$ cat config.mk
export PLATFORM = sky130hd
export DESIGN_NAME = ysyx_idu_scoreboard_flat
export DESIGN_NICKNAME = d
export VERILOG_FILES = /design/src/rtl/ysyx_idu_scoreboard_if.sv /design/src/rtl/ysyx_idu_scoreboard.sv /design/src/flat_wrapper.sv
export SDC_FILE = /design/constraint.sdc
export NUM_CORES = 1
export LEC_CHECK = 0
export ABC_AREA = 1
export ABC_CLOCK_PERIOD_IN_PS = 4600
export CAP_MARGIN = 30
export CORE_ASPECT_RATIO = 1.1
export CORE_UTILIZATION = 49
export DETAILED_ROUTE_END_ITERATION = 8
export GPL_TIMING_DRIVEN = 0
export PLACE_DENSITY = 0.69
export SLEW_MARGIN = 20
export SYNTH_ARGS = -nofsm -noshare
export SYNTH_HDL_FRONTEND = slang
export SYNTH_SLANG_ARGS = --single-unit
$ cat constraint.sdc
create_clock -name clk -period 4.6 [get_ports clk]
set_clock_uncertainty 0.15 [all_clocks]
set_input_delay 1.15 -clock clk [delete_from_list [all_inputs] [get_ports clk]]
set_output_delay 1.15 -clock clk [all_outputs]
set_load 0.05 [all_outputs]
$ cat src/rtl/ysyx_idu_scoreboard_if.sv
`default_nettype none
// ============================================================================
// Module      : ysyx_idu_scoreboard_if
// Description : Bundle between the decode/commit side and the register
//               scoreboard. It carries the issue handshake, the execute
//               forward tap, commit, and branch resolve/squash. It also
//               carries the status outputs back to decode: pending table,
//               hazard, in-flight count and the sticky error flag.
//               Modports:
//                 master - decode / writeback side (drives requests)
//                 slave  - scoreboard side (drives ready and status)
// Revision    : 1.0 - initial release
// ============================================================================
interface ysyx_idu_scoreboard_if #(
    parameter int NR_REG = 16,
    parameter int INFL_W = 3
);
    localparam int IDX_W = $clog2(NR_REG);

    logic              iss_valid;
    logic              iss_ready;
    logic [IDX_W-1:0]  iss_rs1;
    logic [IDX_W-1:0]  iss_rs2;
    logic              iss_use_rs1;
    logic              iss_use_rs2;
    logic              iss_wen;
    logic [IDX_W-1:0]  iss_rd;
    logic              iss_spec;
    logic              fwd_valid;
    logic [IDX_W-1:0]  fwd_rd;
    logic              cmt_valid;
    logic [IDX_W-1:0]  cmt_rd;
    logic              spec_resolve;
    logic              spec_squash;
    logic [NR_REG-1:0] rf_table;
    logic              hazard;
    logic [INFL_W-1:0] inflight;
    logic              sb_err;

    modport master (
        output iss_valid, iss_rs1, iss_rs2, iss_use_rs1, iss_use_rs2,
               iss_wen, iss_rd, iss_spec, fwd_valid, fwd_rd,
               cmt_valid, cmt_rd, spec_resolve, spec_squash,
        input  iss_ready, rf_table, hazard, inflight, sb_err
    );

    modport slave (
        input  iss_valid, iss_rs1, iss_rs2, iss_use_rs1, iss_use_rs2,
               iss_wen, iss_rd, iss_spec, fwd_valid, fwd_rd,
               cmt_valid, cmt_rd, spec_resolve, spec_squash,
        output iss_ready, rf_table, hazard, inflight, sb_err
    );
endinterface
`default_nettype wire

$ cat src/rtl/ysyx_idu_scoreboard.sv
`default_nettype none
// ============================================================================
// Module      : ysyx_idu_scoreboard
// Description : Decode-stage register scoreboard and issue controller.
//               It counts the outstanding writes to each architectural
//               register (x0 is never pending) and the subset of those
//               writes that were issued speculatively. From these counts it
//               drives:
//                 - hazard    : a read operand of the presented
//                               instruction is pending and cannot be
//                               forwarded.
//                 - iss_ready : the instruction is accepted.
//               Commits release entries in order. A branch squash removes
//               every speculative write. A branch resolve turns the
//               speculative writes into architectural ones.
// Ports       : clk   - clock, rising edge
//               rst_n - asynchronous active-low reset
//               sb    - ysyx_idu_scoreboard_if.slave bundle:
//                       iss_* issue handshake, fwd_* forward tap,
//                       cmt_* commit, spec_resolve / spec_squash,
//                       rf_table / hazard / inflight / sb_err status.
// Config      : YSYX_SB_BYPASS_EN - when defined, a commit to a source
//               register whose last pending write is retiring clears that
//               source's hazard in the same cycle. This requires the
//               register file to write through.
// Revision    : 1.0 - initial release
// ============================================================================
module ysyx_idu_scoreboard #(
    parameter int NR_REG       = 16,
    parameter int CNT_W        = 2,
    parameter int MAX_INFLIGHT = 4
) (
    input  wire logic              clk,
    input  wire logic              rst_n,
    ysyx_idu_scoreboard_if.slave   sb
);
    localparam int IDX_W  = $clog2(NR_REG);
    localparam int INFL_W = $clog2(MAX_INFLIGHT + 1);
    localparam logic [CNT_W-1:0] C_CNT_MAX = {CNT_W{1'b1}};

    logic [CNT_W-1:0]  r_pend      [NR_REG];
    logic [CNT_W-1:0]  r_spec_pend [NR_REG];
    logic [INFL_W-1:0] r_inflight;
    logic              r_sb_err;
    logic [NR_REG-1:0] r_rf_table;

    logic [CNT_W-1:0]  w_pend_nxt  [NR_REG];
    logic [CNT_W-1:0]  w_spec_nxt  [NR_REG];
    logic [NR_REG-1:0] w_pend_nz;
    logic [INFL_W-1:0] w_spec_sum;

    logic w_byp1, w_byp2;
    logic w_haz1, w_haz2, w_hazard;
    logic w_rd_full, w_ready;
    logic w_iss_inc;
    logic w_cmt_req, w_cmt_ok, w_cmt_bad;
    logic [CNT_W-1:0] w_cmt_avail;
    logic w_ovf;

    // ------------------------------------------------------------------
    // Same-cycle commit bypass for source operands
    // ------------------------------------------------------------------
`ifdef YSYX_SB_BYPASS_EN
    assign w_byp1 = sb.cmt_valid && (sb.cmt_rd == sb.iss_rs1)
                    && (r_pend[sb.iss_rs1] == CNT_W'(1));
    assign w_byp2 = sb.cmt_valid && (sb.cmt_rd == sb.iss_rs2)
                    && (r_pend[sb.iss_rs2] == CNT_W'(1));
`else
    assign w_byp1 = 1'b0;
    assign w_byp2 = 1'b0;
`endif

    // ------------------------------------------------------------------
    // Hazard and issue ready (based on the current, not registered, pend)
    // ------------------------------------------------------------------
    assign w_haz1 = sb.iss_use_rs1 && (sb.iss_rs1 != '0)
                    && (r_pend[sb.iss_rs1] != '0)
                    && !(sb.fwd_valid && (sb.fwd_rd == sb.iss_rs1))
                    && !w_byp1;
    assign w_haz2 = sb.iss_use_rs2 && (sb.iss_rs2 != '0)
                    && (r_pend[sb.iss_rs2] != '0)
                    && !(sb.fwd_valid && (sb.fwd_rd == sb.iss_rs2))
                    && !w_byp2;
    assign w_hazard = sb.iss_valid && (w_haz1 || w_haz2);

    assign w_rd_full = sb.iss_wen && (sb.iss_rd != '0)
                       && (r_pend[sb.iss_rd] == C_CNT_MAX);
    assign w_ready   = !w_hazard && !sb.spec_squash
                       && (r_inflight < INFL_W'(MAX_INFLIGHT))
                       && !w_rd_full;

    // Only writes to a real register occupy a scoreboard slot.
    assign w_iss_inc = sb.iss_valid && w_ready && sb.iss_wen && (sb.iss_rd != '0);

    // ------------------------------------------------------------------
    // Commit. During a squash, the speculative writes to cmt_rd vanish in
    // the same edge. The commit may therefore only consume non-speculative
    // writes, or the counter would underflow.
    // ------------------------------------------------------------------
    assign w_cmt_req   = sb.cmt_valid && (sb.cmt_rd != '0);
    assign w_cmt_avail = sb.spec_squash ? (r_pend[sb.cmt_rd] - r_spec_pend[sb.cmt_rd])
                                        : r_pend[sb.cmt_rd];
    assign w_cmt_ok    = w_cmt_req && (w_cmt_avail != '0);
    assign w_cmt_bad   = w_cmt_req && (w_cmt_avail == '0);

    // Defensive check. The ready gating should make an increment of a
    // saturated counter impossible, but if it ever happens it is flagged.
    assign w_ovf = w_iss_inc && (r_pend[sb.iss_rd] == C_CNT_MAX)
                   && !(w_cmt_ok && (sb.cmt_rd == sb.iss_rd));

    // ------------------------------------------------------------------
    // Per-register next-state
    // ------------------------------------------------------------------
    always_comb begin
        w_spec_sum = '0;
        w_pend_nz  = '0;
        for (int i = 0; i < NR_REG; i++) begin
            w_pend_nxt[i] = r_pend[i];
            w_spec_nxt[i] = r_spec_pend[i];
        end
        for (int i = 0; i < NR_REG; i++) begin
            w_spec_sum   = w_spec_sum + INFL_W'(r_spec_pend[i]);
            w_pend_nz[i] = (r_pend[i] != '0);

            w_pend_nxt[i] = r_pend[i]
                          - (sb.spec_squash ? r_spec_pend[i] : CNT_W'(0))
                          + CNT_W'(w_iss_inc && (sb.iss_rd == IDX_W'(i)))
                          - CNT_W'(w_cmt_ok  && (sb.cmt_rd == IDX_W'(i)));

            // A squash or a resolve retires the old speculative set. A
            // speculative issue in the same cycle belongs to a newer
            // branch, so it is counted on top of the cleared value.
            w_spec_nxt[i] = ((sb.spec_squash || sb.spec_resolve) ? CNT_W'(0) : r_spec_pend[i])
                          + CNT_W'(w_iss_inc && sb.iss_spec && (sb.iss_rd == IDX_W'(i)));
        end
    end

    // ------------------------------------------------------------------
    // State registers
    // ------------------------------------------------------------------
    always_ff @(posedge clk or negedge rst_n) begin
        if (!rst_n) begin
            for (int i = 0; i < NR_REG; i++) begin
                r_pend[i]      <= '0;
                r_spec_pend[i] <= '0;
            end
            r_inflight <= '0;
            r_sb_err   <= 1'b0;
            r_rf_table <= '0;
        end else begin
            for (int i = 0; i < NR_REG; i++) begin
                r_pend[i]      <= w_pend_nxt[i];
                r_spec_pend[i] <= w_spec_nxt[i];
            end
            r_inflight <= r_inflight
                        + INFL_W'(w_iss_inc)
                        - INFL_W'(w_cmt_ok)
                        - (sb.spec_squash ? w_spec_sum : INFL_W'(0));
            if (w_cmt_bad || w_ovf) begin
                r_sb_err <= 1'b1;
            end
            // The table lags pend by one cycle. Only hazard sees live state.
            r_rf_table <= w_pend_nz;
        end
    end

    assign sb.iss_ready = w_ready;
    assign sb.hazard    = w_hazard;
    assign sb.rf_table  = r_rf_table;
    assign sb.inflight  = r_inflight;
    assign sb.sb_err    = r_sb_err;

endmodule
`default_nettype wire

$ cat src/flat_wrapper.sv
// flat-port wrapper written by rule: the top's interface ports become plain ports
module ysyx_idu_scoreboard_flat 
#(
    parameter int NR_REG       = 16,
    parameter int CNT_W        = 2,
    parameter int MAX_INFLIGHT = 4
)
  (clk, rst_n, sb_iss_valid, sb_iss_rs1, sb_iss_rs2, sb_iss_use_rs1, sb_iss_use_rs2, sb_iss_wen, sb_iss_rd, sb_iss_spec, sb_fwd_valid, sb_fwd_rd, sb_cmt_valid, sb_cmt_rd, sb_spec_resolve, sb_spec_squash, sb_iss_ready, sb_rf_table, sb_hazard, sb_inflight, sb_sb_err);
  ysyx_idu_scoreboard_if #(.NR_REG(NR_REG), .INFL_W(3)) sb_i ();
  input  wire logic clk;
  input  wire logic rst_n;
  input wire logic [$bits(sb_i.iss_valid)-1:0] sb_iss_valid;
  input wire logic [$bits(sb_i.iss_rs1)-1:0] sb_iss_rs1;
  input wire logic [$bits(sb_i.iss_rs2)-1:0] sb_iss_rs2;
  input wire logic [$bits(sb_i.iss_use_rs1)-1:0] sb_iss_use_rs1;
  input wire logic [$bits(sb_i.iss_use_rs2)-1:0] sb_iss_use_rs2;
  input wire logic [$bits(sb_i.iss_wen)-1:0] sb_iss_wen;
  input wire logic [$bits(sb_i.iss_rd)-1:0] sb_iss_rd;
  input wire logic [$bits(sb_i.iss_spec)-1:0] sb_iss_spec;
  input wire logic [$bits(sb_i.fwd_valid)-1:0] sb_fwd_valid;
  input wire logic [$bits(sb_i.fwd_rd)-1:0] sb_fwd_rd;
  input wire logic [$bits(sb_i.cmt_valid)-1:0] sb_cmt_valid;
  input wire logic [$bits(sb_i.cmt_rd)-1:0] sb_cmt_rd;
  input wire logic [$bits(sb_i.spec_resolve)-1:0] sb_spec_resolve;
  input wire logic [$bits(sb_i.spec_squash)-1:0] sb_spec_squash;
  output wire logic [$bits(sb_i.iss_ready)-1:0] sb_iss_ready;
  output wire logic [$bits(sb_i.rf_table)-1:0] sb_rf_table;
  output wire logic [$bits(sb_i.hazard)-1:0] sb_hazard;
  output wire logic [$bits(sb_i.inflight)-1:0] sb_inflight;
  output wire logic [$bits(sb_i.sb_err)-1:0] sb_sb_err;
  assign sb_i.iss_valid = sb_iss_valid;
  assign sb_i.iss_rs1 = sb_iss_rs1;
  assign sb_i.iss_rs2 = sb_iss_rs2;
  assign sb_i.iss_use_rs1 = sb_iss_use_rs1;
  assign sb_i.iss_use_rs2 = sb_iss_use_rs2;
  assign sb_i.iss_wen = sb_iss_wen;
  assign sb_i.iss_rd = sb_iss_rd;
  assign sb_i.iss_spec = sb_iss_spec;
  assign sb_i.fwd_valid = sb_fwd_valid;
  assign sb_i.fwd_rd = sb_fwd_rd;
  assign sb_i.cmt_valid = sb_cmt_valid;
  assign sb_i.cmt_rd = sb_cmt_rd;
  assign sb_i.spec_resolve = sb_spec_resolve;
  assign sb_i.spec_squash = sb_spec_squash;
  assign sb_iss_ready = sb_i.iss_ready;
  assign sb_rf_table = sb_i.rf_table;
  assign sb_hazard = sb_i.hazard;
  assign sb_inflight = sb_i.inflight;
  assign sb_sb_err = sb_i.sb_err;
  ysyx_idu_scoreboard #(.NR_REG(NR_REG), .CNT_W(CNT_W), .MAX_INFLIGHT(MAX_INFLIGHT)) u_core (.clk(clk), .rst_n(rst_n), .sb(sb_i));
endmodule
==> Yosys cells after proc, flatten, opt, wreduce, memory -nomap -nowiden <==
Cells that the tools add are included.
{ "word_totals": {"reg_bits": 84, "input_bits": 31, "word_cells": 317} }
{ "op_classes": {"addsub": 83, "n_lt_le_gt_ge": 5, "eq_ne": 34, "mux": 49, "bitwise": 4, "reduce_logical": 107} }
{ "op_table": {"columns": ["cell", "n"], "rows": [
  ["2-bit 2-to-1 mux", 43],
  ["1-bit logical AND", 72],
  ["2-bit by 1-bit adder with 2-bit output", 32],
  ["4-bit == test, second input constant", 16],
  ["3-bit by 2-bit adder with 3-bit output", 14],
  ["2-bit binary-select mux with 4-bit select", 5],
  ["2-bit nonzero test", 19],
  ["2-bit subtractor", 17],
  ["4-bit by 3-bit == test with 1-bit output, second input constant", 8],
  ["2-bit by 1-bit subtractor with 2-bit output", 16],
  ["5-bit greater-or-equal comparator, second input constant", 4],
  ["4-bit NOT with 5-bit output", 4],
  ["4-bit by 2-bit == test with 1-bit output, second input constant", 4],
  ["4-bit nonzero test", 4],
  ["4-bit == test", 3],
  ["4-bit by 1-bit == test with 1-bit output, second input constant", 2],
  ["4-bit logical NOT", 2],
  ["1-bit logical NOT", 6],
  ["2-bit by 2-bit adder with 3-bit output", 1],
  ["3-bit by 1-bit adder with 3-bit output", 1],
  ["1-bit logical OR", 3],
  ["3-bit less-than comparator, second input constant", 1],
  ["3-bit 2-to-1 mux", 1],
  ["3-bit by 1-bit subtractor with 3-bit output", 1],
  ["other kinds (3)", 3]
]} }

==> Logic depth before layout (Yosys ltp) <==
{ "logic_depth": {"ltp_word": 19, "depth_mapped": 24, "mapped_depth_nobuf": 22} }

==> Worst setup path before layout <==
No wires, ideal clock.
{ "synth_path": {"kind": "register -> register", "start": "reg u_core.r_spec_pend[1] (netlist bit)", "end": "reg u_core.r_inflight[2] (netlist: u_core.sb.inflight[2])", "arrival_time_ps": 4369, "t_required_ps": 4337, "path_slack_ps": -33, "path_stages_with_launch": 17, "path_buffers": 0, "cell_sequence": "dfrtp_1 -> inv_1 -> fa_1 -> fa_1 -> fa_1 -> fa_1 -> fa_1 -> inv_1 -> ha_1 -> nand2_1 -> fa_1 -> ha_1 -> xnor2_1 -> inv_1 -> nand4_1 -> nand2_1 -> inv_1"} }
{ "synth_between": {"elab_chain_len": 9} }
{ "synth_lines": {"columns": ["element", "line_no", "source"], "rows": [
  ["start, declared", "ysyx_idu_scoreboard.sv:42", "logic [CNT_W-1:0] r_spec_pend [NR_REG];"],
  ["start signal, assigned by index", "ysyx_idu_scoreboard.sv:153", "r_spec_pend[i] <= w_spec_nxt[i];"],
  ["2-bit binary-select mux with 4-bit select", "ysyx_idu_scoreboard.sv:101", "assign w_cmt_avail = sb.spec_squash ? (r_pend[sb.cmt_rd] - r_spec_pend[sb.cmt_rd])"],
  ["2-bit 2-to-1 mux (not written as such) (2 in series)", "ysyx_idu_scoreboard.sv:101", null],
  ["2-bit subtractor", "ysyx_idu_scoreboard.sv:101", null],
  ["2-bit 2-to-1 mux", "ysyx_idu_scoreboard.sv:101", null],
  ["2-bit nonzero test", "ysyx_idu_scoreboard.sv:103", "assign w_cmt_ok = w_cmt_req && (w_cmt_avail != '0);"],
  ["1-bit logical AND", "ysyx_idu_scoreboard.sv:103", null],
  ["3-bit by 1-bit subtractor with 3-bit output", "ysyx_idu_scoreboard.sv:157", "- INFL_W'(w_cmt_ok)"],
  ["3-bit subtractor *", "ysyx_idu_scoreboard.sv:158", "- (sb.spec_squash ? w_spec_sum : INFL_W'(0));"],
  ["end signal, assigned", "ysyx_idu_scoreboard.sv:155", "r_inflight <= r_inflight"],
  ["end, declared", "ysyx_idu_scoreboard.sv:43", "logic [INFL_W-1:0] r_inflight;"]
]} }
Every way passes the cells marked *; elsewhere a longest branch is shown, timed or not. The select of a mux whose other input is x is not followed.
A chain may end at the register's enable or synchronous reset.

==> Worst setup path after layout <==
{ "layout_path": {"start": "reg u_core.r_spec_pend[27] (netlist bit)", "end": "reg u_core.r_inflight[2] (netlist: u_core.sb.inflight[2])"} }
{ "layout_between": {"elab_chain_len": 16} }
{ "layout_lines": {"columns": ["element", "line_no", "source"], "rows": [
  ["3-bit by 2-bit adder with 3-bit output (14 in series)", "ysyx_idu_scoreboard.sv:122", "w_spec_sum = w_spec_sum + INFL_W'(r_spec_pend[i]);"],
  ["3-bit 2-to-1 mux", "ysyx_idu_scoreboard.sv:158", null],
  ["3-bit subtractor *", "ysyx_idu_scoreboard.sv:158", null]
]} }
Marked as above.

==> impl_metrics.yaml <==
worst_setup_path:
  cp_slowest_stage_delay_ps: 510
  cpMostUsedCell: "fa_1"
  crit_type: "reg2reg"
  crit_path_top_delay_cell: "fa_1"
  r2r_end: "u_core.sb.inflight[2]$_DFF_PN0_"
  worst_setup_path_start_kind: "register"
  rr_worst_depth: 16
  cp.required_ps: 4700
  path_cells: "fa_1, fa_1, inv_1, fa_1, fa_1, fa_1, inv_1, ha_1, nand2_1, fa_1, ha_2, xnor2_2, inv_1, nand4_1, nand2_1, inv_1"
  crit_start: "u_core.r_spec_pend[27]$_DFF_PN0_"
  cp-end-kind: "register"
  rrSetupSlack_ps: -70
  arrival_ps: 4770
  crit_fanout: 4
  rr_startpoint: "u_core.r_spec_pend[27]$_DFF_PN0_"
sta:
  slew_headroom_pct: 54.4
  fin_ws_ps: -66.7
  report.final.hold_viol_count: 0
  min_period_ps: 4670
  rsz0062_at_grt: "true"
  max_clock_freq_mhz: 214
  max_slew.worst_pin.slew_ps: 684
  setup_viol: 1
  maxSlewViolCount: 0
  post-route-period-util_pct: 101
finish:
  area_growth_pct: 17.3
  stdcell_area_mm2: 0.00796
  nNetsFinal: 1029
  utilization_pct: 59.5
  antenna_cells: 0
  fillCellCount: 1233
  drive_gt1_share_pct: 11.4
cts:
  cts_buffers: 9
  clk_pin_slew_ps: 60
  holdBufCountCts: 0
  cts-htree-levels: 3
  clk_latency_ps: 360
  cts_root_buffer: "clkbuf_16"
  cts_num_sinks: 84
  cts_tree: "done"
  clockBufferDepth: 2
die:
  initial_core_util_pct: 50.7
  core_area_mm2: 0.0134
  rows: 44
  dieArea_mm2: 0.0143
  pin_count: 53
  die-width_um: 114
  die_h_um: 125
detailed_routing:
  dr.pass1.iters: 5
  wl_mm: 18.7
  wl_per_cell_um: 16.9
  vias: 5788
  ant_nets: 0
  viasPerCell: 5.21
  drt_iter0_markers: 550
  drc: 0
logic_synthesis:
  yosys_warnings: 0
  yosys.area.top_type: "dfrtp_1"
  synth-seq-area-share_pct: 31.0
  synth_area_mm2: 0.00678
  synth_seq_cells: 84
  syn_inst: 848
  ys_types: 38
  synth_top_area_share_pct: 31.0
  syn_area_per_cell_um2: 8.00
  synth.area.top_cells: "dfrtp_1 31%, nand2_1 14%, fa_1 11%"
placement:
  io_buffers: 47
  placed_cell_area_mm2: 0.00751
  routabilityCongestion: 0.963
  dp_hpwl_mm: 14.6
worst_hold_path:
  min_to: "u_core.sb.sb_err$_DFFE_PN0P_"
  min_path_cells: 1
  hold_class: "reg2reg"
  worstHoldStart: "u_core.sb.sb_err$_DFFE_PN0P_"
grt:
  grtUsageTotal_pct: 28.0
  gr-total-overflow: 0
  antenna_found_initial: 0
  grt_pass1_wl_mm: 29.6
  grt_max_degree: 48
  grt_pass1_vias: 5539
run:
  maxCapViolCount: 0
power_and_ir_drop:
  power_density_mw_per_mm2: 413
  finalPower_mw: 3.29
  leakage_nw: 4.02
  vdd_drop_max_mv: 0.225
status:
  status: "complete, but fails checks"
  violations: "negative setup slack"
## power by group
part	internal, mW	switching (mW)	total, mW
clock network	0.396	0.308	0.704
registers	0.964	0.226	1.19
logic	0.493	0.902	1.40
total	1.85	1.44	3.29
## synth_stat cells
cell type / instances
or2_2: 2
a21oi_4: 1
nor2_2: 12
a21oi_2: 1
o211ai_1: 1
a21oi_1: 9
xnor2_1: 38
o21ai_1: 11
clkbuf_8: 1
xor2_1: 42
o21ai_0: 15
buf_6: 7
nand3_4: 1
nor3_1: 1
buf_4: 2
nand3_1: 31
fa_1: 37
nand2_8: 1
dfrtp_1: 84
ha_1: 39
nand4_2: 3
clkbuf_1: 6
nand4_1: 19
conb_1: 1
clkinv_1: 1
o22ai_1: 10
buf_2: 3
a22oi_1: 5
nand2_2: 4
nor2_1: 70
inv_1: 126
inv_2: 9
nand3b_1: 2
nand2_1: 244
nor2_4: 5
o21bai_2: 1
bufbuf_16: 1
a22oi_2: 2
## sequential cells by signal, indices dropped and copies added (netlist names)
name,flops
u_core.sb.sb_err,1
u_core.r_pend,32
u_core.sb.inflight,3
u_core.r_spec_pend,32
u_core.sb.rf_table,16
## worst max-delay path by stage
stage / endpoint / slack [ps] / cells past startpoint
final: u_core.sb.inflight[2]$_DFF_PN0_ / -70 / 16
after global routing: u_core.sb.inflight[2]$_DFF_PN0_ / -230 / 16
after CTS: u_core.sb.inflight[2]$_DFF_PN0_ / -220 / 16
after detailed placement: u_core.sb.inflight[2]$_DFF_PN0_ / -880 / 20
after global placement: u_core.sb.inflight[2]$_DFF_PN0_ / -920 / 1
after floorplan: u_core.sb.inflight[2]$_DFF_PN0_ / 30 / 16
## worst max-delay path, delay by kind of cell, from the launching register on
family        cells  cell delay, ps
flops             1             450
buf+inv           4             200
fa+ha+maj         8            3400
xor+xnor          1             140
simple gates      3             230
## cells in the final DEF (no fill, tap or decap), types with 2 or more instances in the layout
master	n
clkbuf_16	9
nand3_1	31
clkbuf_8	3
nor2_4	7
nand4_2	3
inv_2	11
buf_2	3
o22ai_1	10
o21ai_0	15
dfrtp_2	6
nor2_1	67
xor2_1	42
nand3b_1	2
dfrtp_1	78
conb_1	2
dlymetal6s2s_1	2
nand2_1	244
buf_6	7
xnor2_1	37
nor2_2	13
o21ai_1	11
or2_2	2
a22oi_2	2
a22oi_1	5
clkbuf_1	8
a21oi_1	9
buf_4	16
fa_1	35
nand4_1	19
nand2_2	4
ha_1	38
inv_1	122
clkinvlp_4	4
fa_2	2
clkdlybuf4s50_1	41
## logic make-up after synthesis
group	Yosys count	share of synthesized area, %
other cells	1	0.0553
fa+ha+maj	76	18.1
xor+xnor	80	10.3
flops	84	31.0
buf+inv	156	10.1
simple gates	395	25.3
compound gates	56	5.07
## per-stage QoR
| stage | worst slack [ps] | TNS (ps) | std cells | hold WS [ps] |
|---|---|---|---|---|
| global route | -231 | -231 | 1111 | 353 |
| finish | -66.7 | -66.7 | 1111 | 332 |
| detailed placement | -881 | -10820 | 1081 | 313 |
| global placement | -925 | -87250 | 1080 | 318 |
| CTS | -219 | -219 | 1104 | 332 |
| floorplan | 31.4 | 0 | 849 | 328 |
## cell type report
cell class	count	area, um2	share of cell area [%]
tap	184	230	2.89
multi-input combinational	609	4030	50.6
timing repair buffer	62	609	7.65
buffer	20	178	2.23
clock inverter	3	21.3	0.267
clock buffer	13	260	3.27
sequential	84	2110	26.5
inverter	136	522	6.55
## timing repair
item,4_1_cts,5_1_grt
buffers inserted,7,7
pin swaps,2,14
gates resized for setup,12,20
cloned,0,0
setup endpoints to repair,17,12
## layer usage
layer	up-vias	GRT usage [%]	routed length, um
met5	-	0	0
met1	2730	35.8	7760
met4	0	15.0	900
li1	2754	-	-
met2	245	44.7	8840
met3	59	5.38	1220
Note: power is estimated with default switching activity, not from simulation.
